## src/rtl/max_tile_pkg.sv

```systemverilog
// -----------------------------------------------------------------------------
// max_tile_pkg
//
// Purpose : Shared constants, FSM state type and exponent helper for the
//           2048 largest-tile tracker (max_tile_tracker / exp_to_value).
//
// Contents:
//   CELLS       number of board cells scanned (16)
//   EXP_W       width of one cell exponent (0 = empty, k = tile 2^k)
//   IDX_W       width of the cell index counter
//   VAL_W       width of the display value (12)
//   EXP_MAX     largest legal exponent (11 -> tile 2048)
//   VALUE_LOSE  value shown for game over (display renders "LOSE")
//   VALUE_RST   value presented after reset (tile 2)
//   state_t     IDLE / SCAN / UPDATE
//   sat_exp()   clamp an exponent to EXP_MAX
//
// Configuration: macro MAX_TILE_ERR_EN selects exclude-and-flag handling of
//                exponents above EXP_MAX; when undefined they saturate.
// -----------------------------------------------------------------------------
package max_tile_pkg;

  localparam int CELLS = 16;
  localparam int EXP_W = 4;
  localparam int IDX_W = $clog2(CELLS);
  localparam int VAL_W = 12;

  localparam logic [EXP_W-1:0] EXP_MAX    = 4'd11;
  localparam logic [VAL_W-1:0] VALUE_LOSE = 12'd0;
  localparam logic [VAL_W-1:0] VALUE_RST  = 12'd2;

  typedef enum logic [1:0] {
    ST_IDLE   = 2'd0,
    ST_SCAN   = 2'd1,
    ST_UPDATE = 2'd2
  } state_t;

  // Clamp an exponent so that anything above the 2048 tile reads as 2048.
  function automatic logic [EXP_W-1:0] sat_exp(input logic [EXP_W-1:0] e);
    return (e > EXP_MAX) ? EXP_MAX : e;
  endfunction

endpackage

```

## src/rtl/exp_to_value.sv

```systemverilog
// -----------------------------------------------------------------------------
// exp_to_value
//
// Purpose : Combinational map from a tile exponent to the 12-bit tile value
//           (2^exp) that the seven-segment display controller consumes.
//
// Ports   :
//   tile_exp    in  EXP_W  tile exponent
//   tile_value  out VAL_W  1 << tile_exp
//
// Configuration (macro MAX_TILE_ERR_EN):
//   defined   : exponents above EXP_MAX are invalid and map to 0
//   undefined : exponents above EXP_MAX saturate to EXP_MAX (2048)
// -----------------------------------------------------------------------------
module exp_to_value
  import max_tile_pkg::*;
(
  input  logic [EXP_W-1:0] tile_exp,
  output logic [VAL_W-1:0] tile_value
);

  always_comb begin
    tile_value = '0;
`ifdef MAX_TILE_ERR_EN
    if (tile_exp <= EXP_MAX) begin
      tile_value = VAL_W'(1) << tile_exp;
    end
`else
    tile_value = VAL_W'(1) << sat_exp(tile_exp);
`endif
  end

endmodule

```

## src/rtl/max_tile_tracker.sv

```systemverilog
// -----------------------------------------------------------------------------
// max_tile_tracker
//
// Purpose : On request, snapshots the 16-cell 2048 board and scans it one
//           cell per clock to find the largest tile exponent, then registers
//           the tile value (or 0 on game over) for the seven-segment display.
//           Request-to-result latency is 17 cycles; a new request can be
//           accepted every 18 cycles.
//
// Ports   :
//   clk        in   1            system clock
//   rst        in   1            asynchronous, active-low reset
//   board_exp  in   CELLS*EXP_W  packed board, cell i at [EXP_W*i +: EXP_W]
//   game_over  in   1            level, sampled in UPDATE; forces value 0
//   scan_req   in   1            start a scan; honoured only in IDLE
//   value      out  12           largest tile (2..2048) or 0 for lose
//   busy       out  1            high while scanning / updating
//   done       out  1            one-cycle pulse when value is refreshed
//   err        out  1            sticky invalid-exponent flag
//
// Configuration (macro MAX_TILE_ERR_EN):
//   defined   : cells with exponent > 11 are skipped and set err (sticky)
//   undefined : cells with exponent > 11 count as 11; err tied 0
// -----------------------------------------------------------------------------
module max_tile_tracker
  import max_tile_pkg::*;
(
  input  logic                   clk,
  input  logic                   rst,
  input  logic [CELLS*EXP_W-1:0] board_exp,
  input  logic                   game_over,
  input  logic                   scan_req,
  output logic [VAL_W-1:0]       value,
  output logic                   busy,
  output logic                   done,
  output logic                   err
);

  localparam logic [IDX_W-1:0] IDX_LAST = IDX_W'(CELLS - 1);

  state_t           state;
  logic [IDX_W-1:0] idx;
  logic [EXP_W-1:0] max_exp;
  logic [EXP_W-1:0] snap [CELLS];

  logic [EXP_W-1:0] cell_raw;
  logic [EXP_W-1:0] cell_exp;
  logic [VAL_W-1:0] max_val;

  assign cell_raw = snap[idx];

`ifdef MAX_TILE_ERR_EN
  logic cell_bad;

  // An out-of-range cell is treated as empty so it can never win the compare.
  assign cell_bad = (cell_raw > EXP_MAX);
  assign cell_exp = cell_bad ? '0 : cell_raw;
`else
  assign cell_exp = sat_exp(cell_raw);
  assign err      = 1'b0;
`endif

  exp_to_value u_exp_to_value (
    .tile_exp   (max_exp),
    .tile_value (max_val)
  );

  always_ff @(posedge clk or negedge rst) begin
    if (!rst) begin
      state   <= ST_IDLE;
      idx     <= '0;
      max_exp <= '0;
      for (int i = 0; i < CELLS; i++) begin
        snap[i] <= '0;
      end
      value   <= VALUE_RST;
      busy    <= 1'b0;
      done    <= 1'b0;
`ifdef MAX_TILE_ERR_EN
      err     <= 1'b0;
`endif
    end else begin
      done <= 1'b0;
      case (state)
        ST_IDLE: begin
          if (scan_req) begin
            // Snapshot so the board may change freely during the scan.
            for (int i = 0; i < CELLS; i++) begin
              snap[i] <= board_exp[EXP_W*i +: EXP_W];
            end
            max_exp <= '0;
            idx     <= '0;
            busy    <= 1'b1;
            state   <= ST_SCAN;
          end
        end

        ST_SCAN: begin
          // Strictly greater: ties keep the current maximum.
          if (cell_exp > max_exp) begin
            max_exp <= cell_exp;
          end
`ifdef MAX_TILE_ERR_EN
          if (cell_bad) begin
            err <= 1'b1;
          end
`endif
          idx <= idx + 1'b1;
          if (idx == IDX_LAST) begin
            state <= ST_UPDATE;
          end
        end

        ST_UPDATE: begin
          // Empty board leaves the previous value on the display.
          if (game_over) begin
            value <= VALUE_LOSE;
          end else if (max_exp != '0) begin
            value <= max_val;
          end
          done  <= 1'b1;
          busy  <= 1'b0;
          state <= ST_IDLE;
        end

        default: begin
          busy  <= 1'b0;
          state <= ST_IDLE;
        end
      endcase
    end
  end

endmodule

```

## config.mk

```make
export PLATFORM = sky130hd
export DESIGN_NAME = max_tile_tracker
export DESIGN_NICKNAME = d
export VERILOG_FILES = /design/src/rtl/max_tile_pkg.sv /design/src/rtl/exp_to_value.sv /design/src/rtl/max_tile_tracker.sv
export SDC_FILE = /design/constraint.sdc
export NUM_CORES = 1
export LEC_CHECK = 0
export ABC_AREA = 1
export CAP_MARGIN = 0
export CORE_UTILIZATION = 48
export CTS_BUF_LIST = sky130_fd_sc_hd__clkbuf_8
export CTS_CLUSTER_DIAMETER = 100
export CTS_CLUSTER_SIZE = 10
export DETAILED_ROUTE_END_ITERATION = 7
export GPL_ROUTABILITY_DRIVEN = 0
export PLACE_DENSITY = 0.78
export SYNTH_ARGS = -nofsm -noshare
export SYNTH_HDL_FRONTEND = slang
export SYNTH_SLANG_ARGS = --single-unit
```

## constraint.sdc

```tcl
create_clock -name clk -period 2.6 [get_ports clk]
set_clock_uncertainty 0.2 [all_clocks]
set_input_delay 0.52 -clock clk [delete_from_list [all_inputs] [get_ports clk]]
set_output_delay 0.52 -clock clk [all_outputs]
set_load 0.05 [all_outputs]
```

==> results of run 1 <==
state kept, by name (all words and copies together), names as in the netlist:
register	count
snap	64
value	12
idx	4
max_exp	4
state	2
busy	1
done	1
worst max-delay path, cell delays in order (launching register included):
cell      delay (ns)
dfrtp_2         0.49
clkinv_4        0.10
buf_6           0.15
nand2_1         0.10
nand3_2         0.09
nand3_2         0.09
nand3_2         0.10
buf_4           0.15
a21oi_2         0.17
ha_1            0.14
nand2_1         0.06
o21ai_1         0.13
o21ai_1         0.09
nor2_2          0.22
buf_6           0.15
nand2_1         0.06
nand2_1         0.06
cells in the final DEF (no fill, tap or decap), drive strengths merged, types with 11 or more instances in the layout:
master / n
nand3: 65
dfrtp: 87
inv: 49
clkdlybuf4s50: 80
o21ai: 46
nor2: 11
nand2: 241
clkbuf: 11
buf: 17
timing repair:
action                                 CTS  global route
buffers inserted                         0             2
hold buffers                             1             0
resized for setup                        0            37
endpoints found under the hold margin   33             0
setup endpoints to repair                0             4
metal layers:
metal / up-vias / global-route usage [%] / routed length, µm
met5: - / 0 / 0
met4: 0 / 8.706 / 176
met3: 20 / 3.397 / 483
met2: 120 / 36.47 / 4751
met1: 1762 / 27.97 / 4382
li1: 1868 / - / -
power by group through the flow:
stage	Sequential (mW)	Clock [mW]	Combinational [mW]
after floorplan	2.32	0	2.15
after global placement	2.27	0	2.81
after detailed placement	2.29	0	2.95
after CTS	2.27	1.01	2.97
after global routing	2.35	1.06	3.79
final	2.30	0.994	3.43
final timing paths:
| kind | depth (start not counted) | end | start |
|---|---|---|---|
| setup / recovery | 16 | max_exp[1] | idx[0] |
| hold / removal | 2 | snap[32] | snap[32] |
| setup reg to reg | 16 | max_exp[1] | idx[0] |
| hold reg to reg | 2 | snap[32] | snap[32] |
| max in group asynchronous | 3 | idx[0] | rst |
| min in group asynchronous | 2 | snap[57] | rst |
cell families after synthesis:
logic type / after synthesis / share of synthesized area [%]
simple gates: 322 / 31.36
flops: 88 / 51.76
buf+inv: 78 / 8.877
compound gates: 52 / 6.438
fa+ha+maj: 5 / 1.470
other cells: 1 / 0.08810
through the flow:
stage	setup TNS, ns	worst slack [ns]
after CTS	0	0.007347
after floorplan	0	0.2096
final	0	0.0007891
after global routing	-0.3594	-0.09800
after global placement	0	0.2051
after detailed placement	0	0.04587
layout make-up:
| type | count | area [µm²] |
|---|---|---|
| Sequential cell | 88 | 2205 |
| Timing Repair Buffer | 99 | 1032 |
| Tap cell | 105 | 131.4 |
| Clock inverter | 6 | 76.32 |
| Multi-Input combinational cell | 380 | 1769 |
| Clock buffer | 10 | 137.6 |
| Fill cell | 661 | 2839 |
| Inverter | 49 | 191.4 |
==> impl_metrics.ini, run 1 <==
[grt]
grt_pass1_wl_um = 15500
grt-ovfl-total = 0
grt_usage_pct = 21.70
grt_antenna_before_repair = 0
grt_pass1_vias = 3607
grt_max_degree = 55

[synth]
synthesis.instances = 546
synth_edf_count = 0
synth_nets = 619
synth-seq-cells = 88
synth.top_cell.area_share_pct = 51.15
synth_ff_type = dfrtp_1
yosysMostFrequentCell = nand2_1
synthDistinctLibCells = 28
ys_seq_area_share_pct = 51.76
yosys_warnings = 0
synth.avg_cell_area_um2 = 7.796
synth-async-reset-ratio_pct = 100.0
synthTopCellsByArea = dfrtp_1 (51%), nand2_1 (21%), nand3_1 (7.2%)
synthTopCellsByCount = nand2_1 (235), dfrtp_1 (87), nand3_1 (61), inv_1 (46), o21ai_0 (44)
synth_top_cell_by_area = dfrtp_1
synth_area_um2 = 4257

[timing]
rsz0062_at_grt = true
min_period_ns = 2.599
slew_headroom_pct = 66.45
clock.fmax_mhz = 384.7
worst_slew_pin_slew_ns = 0.5017
setup_viol = 0
hold_viol = 0
hold-worst-slack_ns = 0.2887
timing.final.crit_share_pct = 99.97
report.final.slew_viol_count = 0

[floorplan]
ios = 83
fp.dieArea_um2 = 9249
initial_utilization_pct = 50.78
rows = 33
core_area_um2 = 8382
dieWidth_um = 96.17
die_height_um = 96.17

[worst_setup_path]
worstSetupEndpointType = flip-flop
cp_max_fo = 9
startpoint_type = flip-flop
crit_required_ns = 2.70
cp.arrival_ns = 2.69
worstSetupPathType = flip-flop to flip-flop
reg2reg_slack_ns = 0.0008

[power]
p_sw_share_pct = 43.30
intPower_mw = 3.810
ir_worst_vdd_v = 0.0005359
cellPowerDensity_nw_per_um2 = 1212
pwr-share-clk_pct = 14.8
p_leak_nw = 2.732
power.total_mw = 6.719
p_comb_share_pct = 51.0
p_seq_share_pct = 34.2
power_switching_mw = 2.910

[cells_and_area]
utilization_pct = 66.13
area_delta_synth_final_pct = 30.22
fin_nets = 700
drive_gt1_share_pct = 10.92
stdcell_area_um2 = 5543
finalNonFillerCells = 737
n_antenna_cell = 0

[clock_network]
cts-buffers-inserted = 9
worstSkewPairLatency_ns = 0.36
ctsHtreeMaxLevel = 3
clock_sinks = 88
clock_path_buffers = 2
root_buffer = clkbuf_8
clk_pin_slew_ns = 0.09
tritoncts = built

[route]
vias = 3770
drt-initial-drc-count = 236
first_pass_iters = 5
wl_per_cell_um = 13.29
vias_per_cell = 5.115
wirelength_um = 9793
ant_nets = 0
drc = 0

[place]
placedCellCount = 717
port_buffers = 81
dp_hpwl_um = 6826
place_area_um2 = 5132

[flow_run]
cap_violations = 0

[run_status]
outcome = finished clean

[worst_hold_path]
hold_class = flip-flop to flip-flop
No activity file was read; power rests on OpenSTA's default activity.
==> run 2: changes to the inputs <==
- SLEW_MARGIN: default -> 20
==> results of run 2 <==
The final DEF is identical to that of run 1; final timing and power are the same.
==> variant (flow settings as in run 1) <==
Make the reset (`rst`) synchronous in one clocked block. Comments in the files are not updated.
--- a/src/rtl/max_tile_tracker.sv
+++ b/src/rtl/max_tile_tracker.sv
@@ -67,3 +67,3 @@
 
-  always_ff @(posedge clk or negedge rst) begin
+  always_ff @(posedge clk) begin
     if (!rst) begin
Function: differs if rst is asserted again (counterexample within 4 cycles, from zero or initial values and one cycle with rst low); with rst held inactive, the same outputs for 10 cycles.
==> variant against run 1 <==
  * The run now ends with negative setup slack left
  * Die area grew 2.7%
  * Core utilization shrank 0.88 points
  * Routed wire length shrank 4.4%
  * Synthesized cell count shrank 5.7%
  * Worst setup slack lost 0.010 ns
  * Final cell count shrank 2.3%
  * Sequential cell count grew 4
  * Synthesized area grew 2.8%
  * Via count shrank 6.1%
  * Final area grew 3.2%
  * Critical endpoint is now max_exp[2]$_SDFFE_PN0P_
Power is not compared: it rests on default switching activity, and its combinational part moved more than twofold at a synthesized area within 25%.
==> variant: results (changes against run 1) <==
metric	value	unit	change
status	complete, but fails checks		
violations	negative setup slack		
nets	680		-2.9%
wl	9.37	mm	-4.4%
grt_pass1_wl	14.9	mm	-4.0%
grt_max_degree	65		+18%
met3_length	428	um	-11%
timing.final.ws_setup	-0.00952	ns	-0.0103 ns
placed_cell_area	5290	um^2	+3.1%
syn-instance-count	515		-5.7%
setup_viol	1		+1
worstPathArrival	2.70	ns	about the same
slew_headroom	65.8	%	-0.65 points
viasPerCell	4.92		-3.9%
totalPowerFinal	3.16	mW	
ys_types	30		+7.1%
layout-drive-gt1-share	11.8	%	+0.85 points
finalNonFillerCells	720		-2.3%
ys_async_sr_fraction	0	%	-100 points
hp-start	value[0]$_SDFFE_PN0P_		
grt_use_met1	23.3	%	-4.7 points
endpoint	max_exp[2]$_SDFFE_PN0P_		
post-dp-hpwl	6.19	mm	-9.3%
hold_path_end	value[0]$_SDFFE_PN0P_		
use_met2	35.1	%	-1.4 points
dp_cells	695		-3.1%
drt-met1-wl	3.89	mm	-11%
first_iter_violations	156		-34%
grt_use_total	19.5	%	-2.1 points
ys_seq_area_share	56.8	%	+5.0 points
wl_met2	4.83	mm	+1.7%
gr-usage-met3	2.66	%	-0.73 points
-- variant: layout make-up --
| cell class | count | area, um^2 |
|---|---|---|
| tap | 108 | 135 |
| fill | 696 | 3050 |
| timing repair buffer | 100 | 1030 |
| clock buffer | 9 | 124 |
| multi-input combinational | 295 | 1480 |
| clock inverter | 7 | 35.0 |
| timing repair inverter | 2 | 17.5 |
| inverter | 107 | 414 |
| sequential | 92 | 2490 |
-- variant: kinds of logic (layout without fill, tap and decap cells) --
kind of cell	after synthesis	in the layout	synth area share, %
compound gates	32	32	4.69
other cells	1	1	0.0857
buf+inv	128	225	12.6
fa+ha+maj	5	5	1.43
flops	92	92	56.8
simple gates	257	257	24.5
-- variant: worst min-delay path, delay by kind of cell, from the launching register on --
family,cells,cell delay [ns]
DFF,1,0.32
and+or+nand+nor,2,0.08
-- variant: repair_timing --
item,in CTS,in global routing
pin swaps,0,27
resized for setup,1,37
buffers inserted,0,6
setup endpoints to repair,4,4
cloned,0,3
